### config.mk
export PLATFORM = sky130hd
export DESIGN_NAME = mac_row_ctrl
export DESIGN_NICKNAME = d
export VERILOG_FILES = /design/src/rtl/mac_row_ctrl.sv
export SDC_FILE = /design/constraint.sdc
export NUM_CORES = 1
export LEC_CHECK = 0
export ABC_AREA = 1
export BUFFER_PORTS_ARGS = -buffer_cell sky130_fd_sc_hd__buf_4
export CAP_MARGIN = 20
export CORE_MARGIN = 5
export CORE_UTILIZATION = 55
export CTS_BUF_LIST = sky130_fd_sc_hd__clkbuf_2
export CTS_CLUSTER_DIAMETER = 50
export DETAILED_ROUTE_END_ITERATION = 16
export GPL_ROUTABILITY_DRIVEN = 0
export PLACE_DENSITY_LB_ADDON = 0.05
export SLEW_MARGIN = 30
export SYNTH_ARGS = -nofsm -noshare
export SYNTH_HDL_FRONTEND = slang
export SYNTH_SLANG_ARGS = --single-unit
### constraint.sdc
create_clock -name clk -period 4 [get_ports clk]
set_input_delay 0.2 -clock clk [delete_from_list [all_inputs] [get_ports clk]]
set_output_delay 0.2 -clock clk [all_outputs]
set_load 0.02 [all_outputs]
### src/rtl/mac_row_ctrl.sv
// Row controller for a MAC tile row: streams col weights, then len activations, into the row
// and gates output FIFO writes from the last column's valid until len results are collected.
module mac_row_ctrl #(
  parameter int unsigned bw  = 4,
  parameter int unsigned col = 8,
  parameter int unsigned aw  = 8
) (
  input  logic            clk,
  input  logic            reset,
  input  logic            start,
  input  logic [aw-1:0]   len,
  output logic            busy,
  output logic            done,
  output logic            w_rd_en,
  output logic [aw-1:0]   w_addr,
  input  logic [bw-1:0]   w_data,
  output logic            x_rd_en,
  output logic [aw-1:0]   x_addr,
  input  logic [bw-1:0]   x_data,
  output logic [bw-1:0]   row_in_w,
  output logic [1:0]      row_inst_w,
  input  logic [col-1:0]  row_valid,
  output logic            ofifo_wr
);

  localparam logic [2:0] StIdle  = 3'd0;
  localparam logic [2:0] StLoad  = 3'd1;
  localparam logic [2:0] StGap   = 3'd2;
  localparam logic [2:0] StExec  = 3'd3;
  localparam logic [2:0] StDrain = 3'd4;
  localparam logic [2:0] StDone  = 3'd5;

  localparam logic [aw-1:0] LastCol = aw'(col - 1);

  logic [2:0]    state_q, state_d;
  logic [aw-1:0] len_q;
  logic [aw-1:0] rd_cnt_q;
  logic [aw:0]   out_cnt_q;
  logic          w_ph_q, x_ph_q;
  logic          rd_en;
  logic          unused_valid;

  // Only the last column's valid marks a finished result.
  assign unused_valid = ^row_valid;

  always_comb begin
    state_d = state_q;
    unique case (state_q)
      StIdle:  if (start) state_d = StLoad;
      StLoad:  if (rd_cnt_q == LastCol) state_d = StGap;
      StGap:   state_d = (len_q != '0) ? StExec : StDone;
      StExec:  if (rd_cnt_q == len_q - aw'(1)) state_d = StDrain;
      StDrain: if (out_cnt_q == {1'b0, len_q}) state_d = StDone;
      StDone:  state_d = StIdle;
      default: state_d = StIdle;
    endcase
  end

  assign w_rd_en = (state_q == StLoad);
  assign x_rd_en = (state_q == StExec);
  assign rd_en   = w_rd_en | x_rd_en;
  assign w_addr  = w_rd_en ? rd_cnt_q : '0;
  assign x_addr  = x_rd_en ? rd_cnt_q : '0;
  assign busy    = (state_q != StIdle);
  assign done    = (state_q == StDone);

  assign ofifo_wr = ((state_q == StExec) || (state_q == StDrain)) &&
                    (out_cnt_q < {1'b0, len_q}) && row_valid[col-1];

  // SRAM data arrives one cycle after the read, so the phase flags are delayed to match.
  assign row_inst_w = {x_ph_q, w_ph_q};

  always_comb begin
    row_in_w = '0;
    if (w_ph_q)      row_in_w = w_data;
    else if (x_ph_q) row_in_w = x_data;
  end

  always_ff @(posedge clk or negedge reset) begin
    if (!reset) begin
      state_q   <= StIdle;
      len_q     <= '0;
      rd_cnt_q  <= '0;
      out_cnt_q <= '0;
      w_ph_q    <= 1'b0;
      x_ph_q    <= 1'b0;
    end else begin
      state_q <= state_d;
      w_ph_q  <= w_rd_en;
      x_ph_q  <= x_rd_en;
      if ((state_q == StIdle) && start) len_q <= len;
      // Address restarts at 0 whenever a read phase ends, so each phase begins clean.
      rd_cnt_q <= (rd_en && (state_d == state_q)) ? rd_cnt_q + aw'(1) : '0;
      if (state_q == StIdle)  out_cnt_q <= '0;
      else if (ofifo_wr)      out_cnt_q <= out_cnt_q + (aw+1)'(1);
    end
  end

endmodule

==> qor.yml <==
run_status:
  outcome: "finished clean"
timing:
  fmaxAchievable_mhz: 423
  setup_tns_ns: 0
  rsz0062_at_grt: "no"
  fin_worst_skew_ns: 0.0212
  maxSlewViolCount: 0
  hold_vio_cnt_final: 0
  final.period_utilization_pct: 59.1
  slew-limit-headroom_pct: 72.2
  report.final.setup_viol: 0
  slew_of_the_pin_with_the_lowest_slew_margin_ns: 0.416
  post_route_minimum_period_ns: 2.37
  worst_hold_slack_ns: 0.0313
yosys:
  syn-instance-count: 298
  synth_top_cell_area_share_pct: 35.4
  synth_area_leaders: "sky130_fd_sc_hd__dfrtp_1, sky130_fd_sc_hd__nand2_1, sky130_fd_sc_hd__nor2_1"
  syn-num-nets: 337
  ys_seq_area_share_pct: 35.4
  ys_ff_latch: 30
  netlist_area_um2: 2120
  mean_syn_cell_area_um2: 7.11
  number_of_different_library_cells_in_the_post_synthesis_netlist: 27
  synth_largest_area_cell: "sky130_fd_sc_hd__dfrtp_1"
  synth-warning-count: 0
routing:
  drt_pre_antenna_iters: 4
  drt-initial-drc-count: 167
  post_route_drc: 0
  drt-vias-per-instance: 4.94
  routedWlPerCell_um: 12.1
  final_antenna_net_count: 0
  routed-via-count: 1961
  finalWirelength_um: 4790
clock_tree:
  clock_tree.buffer_depth: 2
  cts_tree: "done"
  register_clock_pin_slew_on_the_reported_worst_setup_and_hold_paths_ns: 0.17
  cts.root.buffer_cell: "sky130_fd_sc_hd__clkbuf_2"
  clk-insertion-delay-late_ns: 0.40
  clock_sink_count: 30
  cts_made_buffers: 5
  htreeDepth: 2
power:
  worst_ir_drop_vdd_mv: 0.189
  p_total_w: 0.000608
  power_density_nw_per_um2: 239
  total_leakage_power_nw: 1.41
floorplan:
  core_area_um2: 3690
  die-width_um: 72.1
  pin_count: 54
  floorplan.initialDensity_pct: 57.4
  dieHeight_um: 72.1
  std_cell_rows: 22
  die_area_um2: 5190
critical_path:
  crit_path_top_delay_cell: "sky130_fd_sc_hd__dfrtp_1"
  path_class: "reg2out"
  cp-start-kind: "flop"
  timing.critical_path.slowest_cell_delay_ns: 0.44
  crit_path_cell_trace: "inv_1 > ha_1 > a21oi_1 > o21ai_0 > nand2_1 > nand3_1 > nor2_2 > nand2_4 > clkinv_2 > buf_4"
  worst_ep_arrival_time_ns: 2.17
  worstSetupEndpointType: "output port"
  worstPathMaxFanout: 10
  critical_path_required_ns: 3.80
finish:
  stdcell_area_um2: 2550
  mostFrequentLayoutCell: "sky130_fd_sc_hd__nand2_1"
  final_cell_mix: "sky130_fd_sc_hd__nand2_1, sky130_fd_sc_hd__nor2_1, sky130_fd_sc_hd__buf_4, sky130_fd_sc_hd__inv_1, sky130_fd_sc_hd__dfrtp_1"
  finalCoreUtilization_pct: 69.1
  num-nets-final: 387
  antenna_cells_inserted: 0
  area_growth_pct: 20.3
  post_route_cells_drive_above_1_share_pct: 20.6
grt:
  antenna_violations_before_repair: 0
  overflow: 0
  pin_count_of_the_biggest_net_entering_global_routing: 31
  gr-usage-all-layers_pct: 19.9
  grt_pass1_vias: 1806
  grt_pass1_wl_um: 8220
place:
  detailed_place.area_um2: 2500
  place.port_buffers: 46
  dp.final_hpwl_um: 3730
worst_hold_path:
  hold_path.class: "in2reg"
flow_run:
  max_cap_violations: 0
-- cells in the mapped netlist --
| master | instances |
|---|---|
| sky130_fd_sc_hd__nor3_2 | 1 |
| sky130_fd_sc_hd__a211oi_2 | 1 |
| sky130_fd_sc_hd__inv_1 | 37 |
| sky130_fd_sc_hd__nor2_1 | 54 |
| sky130_fd_sc_hd__dfrtp_1 | 30 |
| sky130_fd_sc_hd__buf_4 | 2 |
| sky130_fd_sc_hd__o221ai_1 | 1 |
| sky130_fd_sc_hd__nand4_1 | 4 |
| sky130_fd_sc_hd__buf_2 | 2 |
| sky130_fd_sc_hd__xnor2_1 | 3 |
| sky130_fd_sc_hd__o21ai_2 | 1 |
| sky130_fd_sc_hd__a21oi_1 | 13 |
| sky130_fd_sc_hd__nor2_4 | 3 |
| sky130_fd_sc_hd__xor2_1 | 14 |
| sky130_fd_sc_hd__nor3_1 | 6 |
| sky130_fd_sc_hd__ha_1 | 12 |
| sky130_fd_sc_hd__nand2_2 | 3 |
| sky130_fd_sc_hd__o21a_1 | 1 |
| sky130_fd_sc_hd__clkinv_2 | 1 |
| sky130_fd_sc_hd__o21ai_0 | 3 |
| sky130_fd_sc_hd__nor2_2 | 3 |
| sky130_fd_sc_hd__nand2_4 | 3 |
| sky130_fd_sc_hd__inv_2 | 3 |
| sky130_fd_sc_hd__o21ai_1 | 1 |
| sky130_fd_sc_hd__nand3_1 | 26 |
| sky130_fd_sc_hd__nand2_1 | 69 |
| sky130_fd_sc_hd__clkinv_1 | 1 |
-- per-stage QoR --
stage               worst slack [ns]  instances
floorplan                       2.24        298
global placement                2.14        388
detailed placement              2.11        388
CTS                             1.64        397
global route                    1.48        397
finish                          1.63        397
-- registers in the layout (all words and copies together) (netlist names) --
signal / flops
out_cnt_q: 9
len_q: 8
rd_cnt_q: 8
state_q: 3
w_ph_q: 1
x_ph_q: 1
-- final cells by class --
cell class	count	area, µm²
clock buffer	6	30.0
sequential	30	751
multi-input combinational	222	1180
inverter	42	159
fill	347	1140
tap	48	60.1
clock inverter	2	8.76
timing repair buffer	47	355
-- what timing repair did --
| action | in CTS | in global routing |
|---|---|---|
| hold buffers | 1 | 0 |
| resized for setup | 0 | 0 |
| endpoints found under the hold margin | 30 | 0 |
| buffers inserted | 0 | 0 |
-- worst paths after layout --
check | end | slack (ns) | depth (start not counted) | startpoint
max | ofifo_wr | 1.63 | 10 | len_q[4]
min | len_q[2] | 0.03 | 3 | len[2]
max reg2reg | out_cnt_q[8] | 2.14 | 11 | len_q[4]
min reg2reg | rd_cnt_q[0] | 0.52 | 1 | rd_cnt_q[0]
max in group asynchronous | state_q[2] | 3.43 | 2 | reset
min in group asynchronous | rd_cnt_q[0] | 0.26 | 2 | reset
-- critical path, delay by kind of cell (launching register included) --
kind | cells | cell delay, ns
flip-flops | 1 | 0.44
AND/OR/NAND/NOR | 4 | 0.43
buffers and inverters | 3 | 0.35
adder cells (fa/ha/maj) | 1 | 0.33
AO/OA/AOI/OAI | 2 | 0.24
-- routing by layer --
metal	vias up	GRT usage, %	share of wire (%)
li1	1035	-	-
met1	878	28.5	49
met2	40	29.3	44
met3	8	4.16	5.6
met4	0	7.52	1.5
met5	-	0	0
-- cell families after synthesis --
group / count (synthesis) / share of synthesized area, %
compound gates: 21 / 5.79
xor+xnor: 17 / 7.03
fa+ha+maj: 12 / 7.09
buf+inv: 46 / 8.68
flops: 30 / 35.4
simple gates: 172 / 36.0
-- report_power, final --
part	leakage (nW)	switching (W)	internal (W)
Combinational	1.04	0.0000530	0.0000486
Sequential	0.345	0.0000309	0.000322
Clock	0.0304	0.000111	0.0000428
Total	1.41	0.000195	0.000413
(Power assumes the default switching activity.)
